==> src/rtl/store_sched_pkg.sv <==
// Shared types and defaults for the D-cache port scheduler between loads and
// the store-queue drain.
package store_sched_pkg;

    localparam int PTR_W          = 5;
    localparam int DEF_DEPTH      = 16;
    localparam int DEF_HI_WATER   = 12;
    localparam int DEF_STARVE_MAX = 4;

    typedef enum logic [1:0] {
        IDLE    = 2'd0,
        LD_BUSY = 2'd1,
        ST_BUSY = 2'd2
    } state_e;

endpackage

==> src/rtl/store_ptr_track.sv <==
// Commit/drain pointer pair for the store queue: pending count, commit
// legality against the executed-store count, and the sticky illegal-commit flag.
module store_ptr_track
    import store_sched_pkg::*;
#(
    parameter int DEPTH = DEF_DEPTH
) (
    input  logic             clk,
    input  logic             reset,
    input  logic [PTR_W-1:0] store_exe_num_i,
    input  logic             rob_st_cmt_i,
    input  logic             drain_ack_i,
    output logic [3:0]       drain_idx_o,
    output logic [PTR_W-1:0] st_pending_o,
    output logic             cmt_err_o
);

    localparam logic [PTR_W-1:0] DEPTH_P = PTR_W'(DEPTH);

    logic [PTR_W-1:0] cmt_ptr_q, cmt_ptr_d;
    logic [PTR_W-1:0] drain_ptr_q, drain_ptr_d;
    logic             cmt_err_q, cmt_err_d;
    logic [PTR_W-1:0] exe_gap;
    logic             cmt_legal;

    // All pointer arithmetic is mod 32; wrap needs no special case.
    assign st_pending_o = cmt_ptr_q - drain_ptr_q;
    assign exe_gap      = store_exe_num_i - cmt_ptr_q;
    assign cmt_legal    = rob_st_cmt_i && (exe_gap != '0) && (st_pending_o < DEPTH_P);

    always_comb begin
        cmt_ptr_d   = cmt_ptr_q;
        drain_ptr_d = drain_ptr_q;
        cmt_err_d   = cmt_err_q;
        if (cmt_legal) begin
            cmt_ptr_d = cmt_ptr_q + 1'b1;
        end else if (rob_st_cmt_i) begin
            cmt_err_d = 1'b1;
        end
        if (drain_ack_i) begin
            drain_ptr_d = drain_ptr_q + 1'b1;
        end
    end

    always_ff @(posedge clk or negedge reset) begin
        if (!reset) begin
            cmt_ptr_q   <= '0;
            drain_ptr_q <= '0;
            cmt_err_q   <= 1'b0;
        end else begin
            cmt_ptr_q   <= cmt_ptr_d;
            drain_ptr_q <= drain_ptr_d;
            cmt_err_q   <= cmt_err_d;
        end
    end

    assign drain_idx_o = drain_ptr_q[3:0];
    assign cmt_err_o   = cmt_err_q;

endmodule

==> src/rtl/store_drain_sched.sv <==
// Arbitrates the single D-cache port between load requests and store-queue
// drains, with high-water, starvation-limit and drain-all overrides.
module store_drain_sched
    import store_sched_pkg::*;
#(
    parameter int DEPTH      = DEF_DEPTH,
    parameter int HI_WATER   = DEF_HI_WATER,
    parameter int STARVE_MAX = DEF_STARVE_MAX
) (
    input  logic             clk,
    input  logic             reset,
    input  logic [PTR_W-1:0] store_exe_num,
    input  logic             rob_st_cmt,
    input  logic             ld_req,
    input  logic             drain_all,
    input  logic             dc_ack,
    output logic             ld_gnt,
    output logic             dc_req,
    output logic             dc_we,
    output logic [3:0]       stq_rd_idx,
    output logic [PTR_W-1:0] st_pending,
    output logic             sq_empty,
    output logic             cmt_err,
    output state_e           dbg_state
);

    localparam int               SC_W       = $clog2(STARVE_MAX + 1);
    localparam logic [SC_W-1:0]  STARVE_LIM = SC_W'(STARVE_MAX);
    localparam logic [PTR_W-1:0] HI_WATER_P = PTR_W'(HI_WATER);

    state_e          state_q, state_d;
    logic            ld_gnt_q, ld_gnt_d;
    logic            dc_req_q, dc_req_d;
    logic            dc_we_q, dc_we_d;
    logic [SC_W-1:0] starve_cnt_q, starve_cnt_d;
    logic            st_sel;
    logic            drain_ack;

    assign drain_ack = (state_q == ST_BUSY) && dc_ack;

    store_ptr_track #(
        .DEPTH (DEPTH)
    ) u_ptr (
        .clk             (clk),
        .reset           (reset),
        .store_exe_num_i (store_exe_num),
        .rob_st_cmt_i    (rob_st_cmt),
        .drain_ack_i     (drain_ack),
        .drain_idx_o     (stq_rd_idx),
        .st_pending_o    (st_pending),
        .cmt_err_o       (cmt_err)
    );

    assign sq_empty = (st_pending == '0);
    assign st_sel   = !sq_empty && (drain_all || (st_pending >= HI_WATER_P) ||
                                    (starve_cnt_q >= STARVE_LIM) || !ld_req);

    // Handshake: dc_req rises one cycle after the IDLE decision and holds until
    // the cycle dc_ack is seen; dc_ack in IDLE is ignored. One IDLE cycle
    // always separates accesses.
    always_ff @(posedge clk or negedge reset) begin
        if (!reset) begin
            state_q      <= IDLE;
            ld_gnt_q     <= 1'b0;
            dc_req_q     <= 1'b0;
            dc_we_q      <= 1'b0;
            starve_cnt_q <= '0;
        end else begin
            state_q      <= state_d;
            ld_gnt_q     <= ld_gnt_d;
            dc_req_q     <= dc_req_d;
            dc_we_q      <= dc_we_d;
            starve_cnt_q <= starve_cnt_d;
        end
    end

    always_comb begin
        state_d = state_q;
        case (state_q)
            IDLE: begin
                if (st_sel) begin
                    state_d = ST_BUSY;
                end else if (ld_req) begin
                    state_d = LD_BUSY;
                end
            end
            LD_BUSY, ST_BUSY: begin
                if (dc_ack) begin
                    state_d = IDLE;
                end
            end
            default: state_d = IDLE;
        endcase
    end

    always_comb begin
        ld_gnt_d     = 1'b0;
        dc_req_d     = dc_req_q;
        dc_we_d      = dc_we_q;
        starve_cnt_d = starve_cnt_q;
        case (state_q)
            IDLE: begin
                if (st_sel) begin
                    dc_req_d     = 1'b1;
                    dc_we_d      = 1'b1;
                    starve_cnt_d = '0;
                end else if (ld_req) begin
                    ld_gnt_d = 1'b1;
                    dc_req_d = 1'b1;
                    dc_we_d  = 1'b0;
                    // Only loads that bypass waiting stores count toward starvation.
                    if (sq_empty) begin
                        starve_cnt_d = '0;
                    end else if (starve_cnt_q < STARVE_LIM) begin
                        starve_cnt_d = starve_cnt_q + 1'b1;
                    end
                end
            end
            LD_BUSY, ST_BUSY: begin
                if (dc_ack) begin
                    dc_req_d = 1'b0;
                    dc_we_d  = 1'b0;
                end
            end
            default: begin
                dc_req_d = 1'b0;
                dc_we_d  = 1'b0;
            end
        endcase
    end

    assign ld_gnt    = ld_gnt_q;
    assign dc_req    = dc_req_q;
    assign dc_we     = dc_we_q;
    assign dbg_state = state_q;

endmodule

==> config.mk <==
export PLATFORM = sky130hd
export DESIGN_NAME = store_drain_sched
export DESIGN_NICKNAME = d
export VERILOG_FILES = /design/src/rtl/store_sched_pkg.sv /design/src/rtl/store_ptr_track.sv /design/src/rtl/store_drain_sched.sv
export SDC_FILE = /design/constraint.sdc
export NUM_CORES = 1
export LEC_CHECK = 0
export ABC_AREA = 1
export BUFFER_PORTS_ARGS = -buffer_cell sky130_fd_sc_hd__buf_2
export CELL_PAD_IN_SITES_DETAIL_PLACEMENT = 1
export CELL_PAD_IN_SITES_GLOBAL_PLACEMENT = 2
export CORE_ASPECT_RATIO = 1.1
export CORE_MARGIN = 4
export CORE_UTILIZATION = 33
export CTS_CLUSTER_DIAMETER = 30
export DETAILED_ROUTE_END_ITERATION = 10
export MAX_ROUTING_LAYER = met4
export PLACE_DENSITY = 0.87
export SLEW_MARGIN = 0
export SYNTH_ARGS = -nofsm -noshare
export SYNTH_HDL_FRONTEND = slang
export SYNTH_SLANG_ARGS = --single-unit
==> constraint.sdc <==
create_clock -name clk -period 3.05 [get_ports clk]
set_clock_uncertainty 0.1 [all_clocks]
set_input_delay 0.305 -clock clk [delete_from_list [all_inputs] [get_ports clk]]
set_output_delay 0.305 -clock clk [all_outputs]
set_load 0.01 [all_outputs]
==> results.md <==
* Final wirelength at 3160 µm
* Worst min-delay path endpoint: u_ptr.cmt_err_o
* GRT Resource Usage Total at 13.8%
* Worst Hold Class: primary input to flop
* R2R Setup Slk at 650 ps
* CP arrival at 2320 ps
* Die area at 5210 µm²
* Placed instance area at 1520 µm²
* Num CTS Buffers at 3
* Final Hold Vio Count at 0
* CTS Buffer Depth at 2
* Critical path, cell by cell: inv_1 > ha_1 > inv_1 > fa_1 > or2_1 > nor2_1 > nand2_2 > nor2_4 > buf_2
* DRC Markers at 0
* Crit path launch type: flop
* Crit. End Element: primary output
* Design Area, Final at 1580 µm²
* Worst reg2reg endpoint: starve_cnt_q[2]
* PostCTS Resize Cnt at 0
* Ports at 27
* DR pass1 iterations at 4
* Maxcap violations at 0
* Nets at 226
* RSZ-0062 raised after global routing: no
* Delay-heaviest family, CP: simple AND/OR/NAND/NOR gates
* Hold depth at 3
* Root Buffer: clkbuf_8
* Initial antenna violation count at 0
* Power per cell area at 1140 nW/µm²
* Post-synth ARST share at 100%
* Mapped cell area at 1360 µm²
* # diodes at 0
* Die width at 69.2 µm
* Clk Latency, worst-skew pair at 260 ps
* Post-synthesis cell type count at 23
* Final setup viols at 0
* Largest net degree at the start of global routing at 19
* Worst r2r src: u_ptr.cmt_ptr_q[0]
* WP buf/inv at 3
* First-pass GRT wire length at 5650 µm
* Uppermost layer routed: met3
* Worst VDD drop at 391 µV
* Met3 wire len at 76 µm
* Layout cells sized above 1 at 23.0%
* # rows at 24
* Syn_nets at 199
* CTS tree: done
* HPWL Detailed at 2640 µm
* Min Tclk post-route at 2720 ps
* FF+latch count, synth at 18
* Crit-path slowest cell: fa_1
* Finished Layout Cells at 252
* Status: completed
* Synthesized area per cell at 7.80 µm²
* Top-area cell type share of the netlist area at 33.2%
* Synthesis-to-layout area growth at 16.4%
* Worst Path Required at 2640 ps
* M1 WL at 1340 µm
* Post-synth top area cell: dfrtp_1
* Synth top area cells: dfrtp_1 33%, ha_1 12%, nand2_1 12%
* Post-Syn Instances at 174
* Antenna Nets Post-Route at 0
* Slew headroom at 70.5%
* Placer Congestion at 0.796
* Reg2reg path depth at 10
* CP peak stage delay at 440 ps
* Tcrit/Tclk final at 89.3%
* Clock transition at path regs at 70 ps
* H-tree Lvls at 1
* Max Clk Rate at 0.367 GHz
* Yosys warning total at 0
* Clk sinks at 18
* Worst Hold Launch: rob_st_cmt
* Main flop type after synthesis: dfrtp_1
* WL per Instance at 12.5 µm
* Worst slew pin tran at 442 ps
* Worst-path maximum fanout at 5
* Synth top cells by count: 43 x nand2_1, 28 x inv_1, 20 x nand3_1
* Congestion Overflow GR at 0
* Lkg Pwr at 0.879 nW
* Slew Limit Fails at 0
* Met2 routed WL at 1740 µm
* Die Y at 75.3 µm
* Number of synthesized flops with an enable pin at 0
* Sum Neg Setup Slack at 0 ps
* Initial Utilization at 34.2%
* Setup Crit Path Kind: flop to primary output
* Most common cell in the netlist: nand2_1
* Drt initial violations at 13
* Register area share after synthesis at 33.2%
* Vias in the first global route at 1,273
* Core box area at 3960 µm²
* Vias per Instance at 4.59
* Most common cell on crit path: inv_1
* PortBufs at 26
* Total number of vias at 1,156
* Cells after DPL at 247
cells in the final DEF (no fill, tap or decap), types with 2 or more instances in the layout:
master | netlist | routed
a21oi_1 | 4 | 4
nor3_1 | 2 | 2
xor2_1 | 9 | 9
dfrtp_1 | 18 | 18
inv_2 | 3 | 3
buf_2 | 0 | 26
o21ai_1 | 2 | 2
nand2_2 | 4 | 4
nor2_4 | 5 | 5
nand3_1 | 20 | 20
inv_1 | 28 | 28
ha_1 | 13 | 13
nand3_2 | 2 | 2
xnor2_1 | 2 | 2
nor2_1 | 7 | 7
nand2_1 | 43 | 43
clkbuf_8 | 0 | 4
final cells by class:
type                       instances  area (µm²)
sequential                        18         450
multi-input combinational        120         753
tap                               52        65.1
inverter                          31         116
timing repair buffer              27         140
fill                             518        2380
clock buffer                       4        55.1
metrics by stage:
step	util (%)	setup WS (ps)	power [mW]	hold slack [ps]
after floorplan	-	811	1.30	-90.6
after global placement	38.2	687	1.55	168
after detailed placement	38.2	608	1.62	173
after CTS	39.9	308	1.84	165
after global routing	39.9	159	2.00	179
final	39.9	327	1.80	171
worst max-delay path by stage:
stage / from / end / slack, ps / cells past startpoint
after detailed placement: u_ptr.cmt_ptr_q[0] / sq_empty / 610 / 9
after CTS: u_ptr.cmt_ptr_q[0] / sq_empty / 310 / 9
after global placement: u_ptr.cmt_ptr_q[0] / sq_empty / 690 / 9
final: u_ptr.cmt_ptr_q[0] / sq_empty / 330 / 9
after floorplan: u_ptr.cmt_ptr_q[0] / dbg_state[1] / 810 / 12
after global routing: u_ptr.cmt_ptr_q[0] / sq_empty / 160 / 9
power by group:
group          internal (mW)  switching, mW  total [mW]
clock                  0.115         0.0870       0.202
sequential             0.326         0.0888       0.415
combinational          0.429          0.757        1.19
timing repair:
| action | in CTS | in global routing |
|---|---|---|
| hold buffers | 1 | 0 |
| hold endpoints to repair | 18 | 0 |
| buffers inserted | 0 | 0 |
logic make-up after synthesis:
kind of cell / Yosys count / share of synthesized area, %
xor+xnor: 11 / 7.10
compound gates: 9 / 3.78
buf+inv: 36 / 11.3
fa+ha+maj: 14 / 13.5
flops: 18 / 33.2
simple gates: 86 / 31.2
flip-flops by register name (all words and copies together), names as in the netlist:
signal	cells
u_ptr.cmt_ptr_q	5
u_ptr.drain_ptr_q	5
starve_cnt_q	3
dbg_state	2
dc_req	1
ld_gnt	1
u_ptr.cmt_err_o	1
worst min-delay path, delay by kind of cell:
family / cells / cell delay [ps]
AND/OR/NAND/NOR: 2 / 100
buffers and inverters: 1 / 90
layer usage:
| metal | vias to the layer above | GRT usage [%] |
|---|---|---|
| met4 | 0 | 3.25 |
| met2 | 11 | 26.6 |
| met1 | 555 | 15.0 |
| met5 | - | - |
| met3 | 0 | 2.00 |
| li1 | 590 | - |
Power figures use the tool's default switching activity.
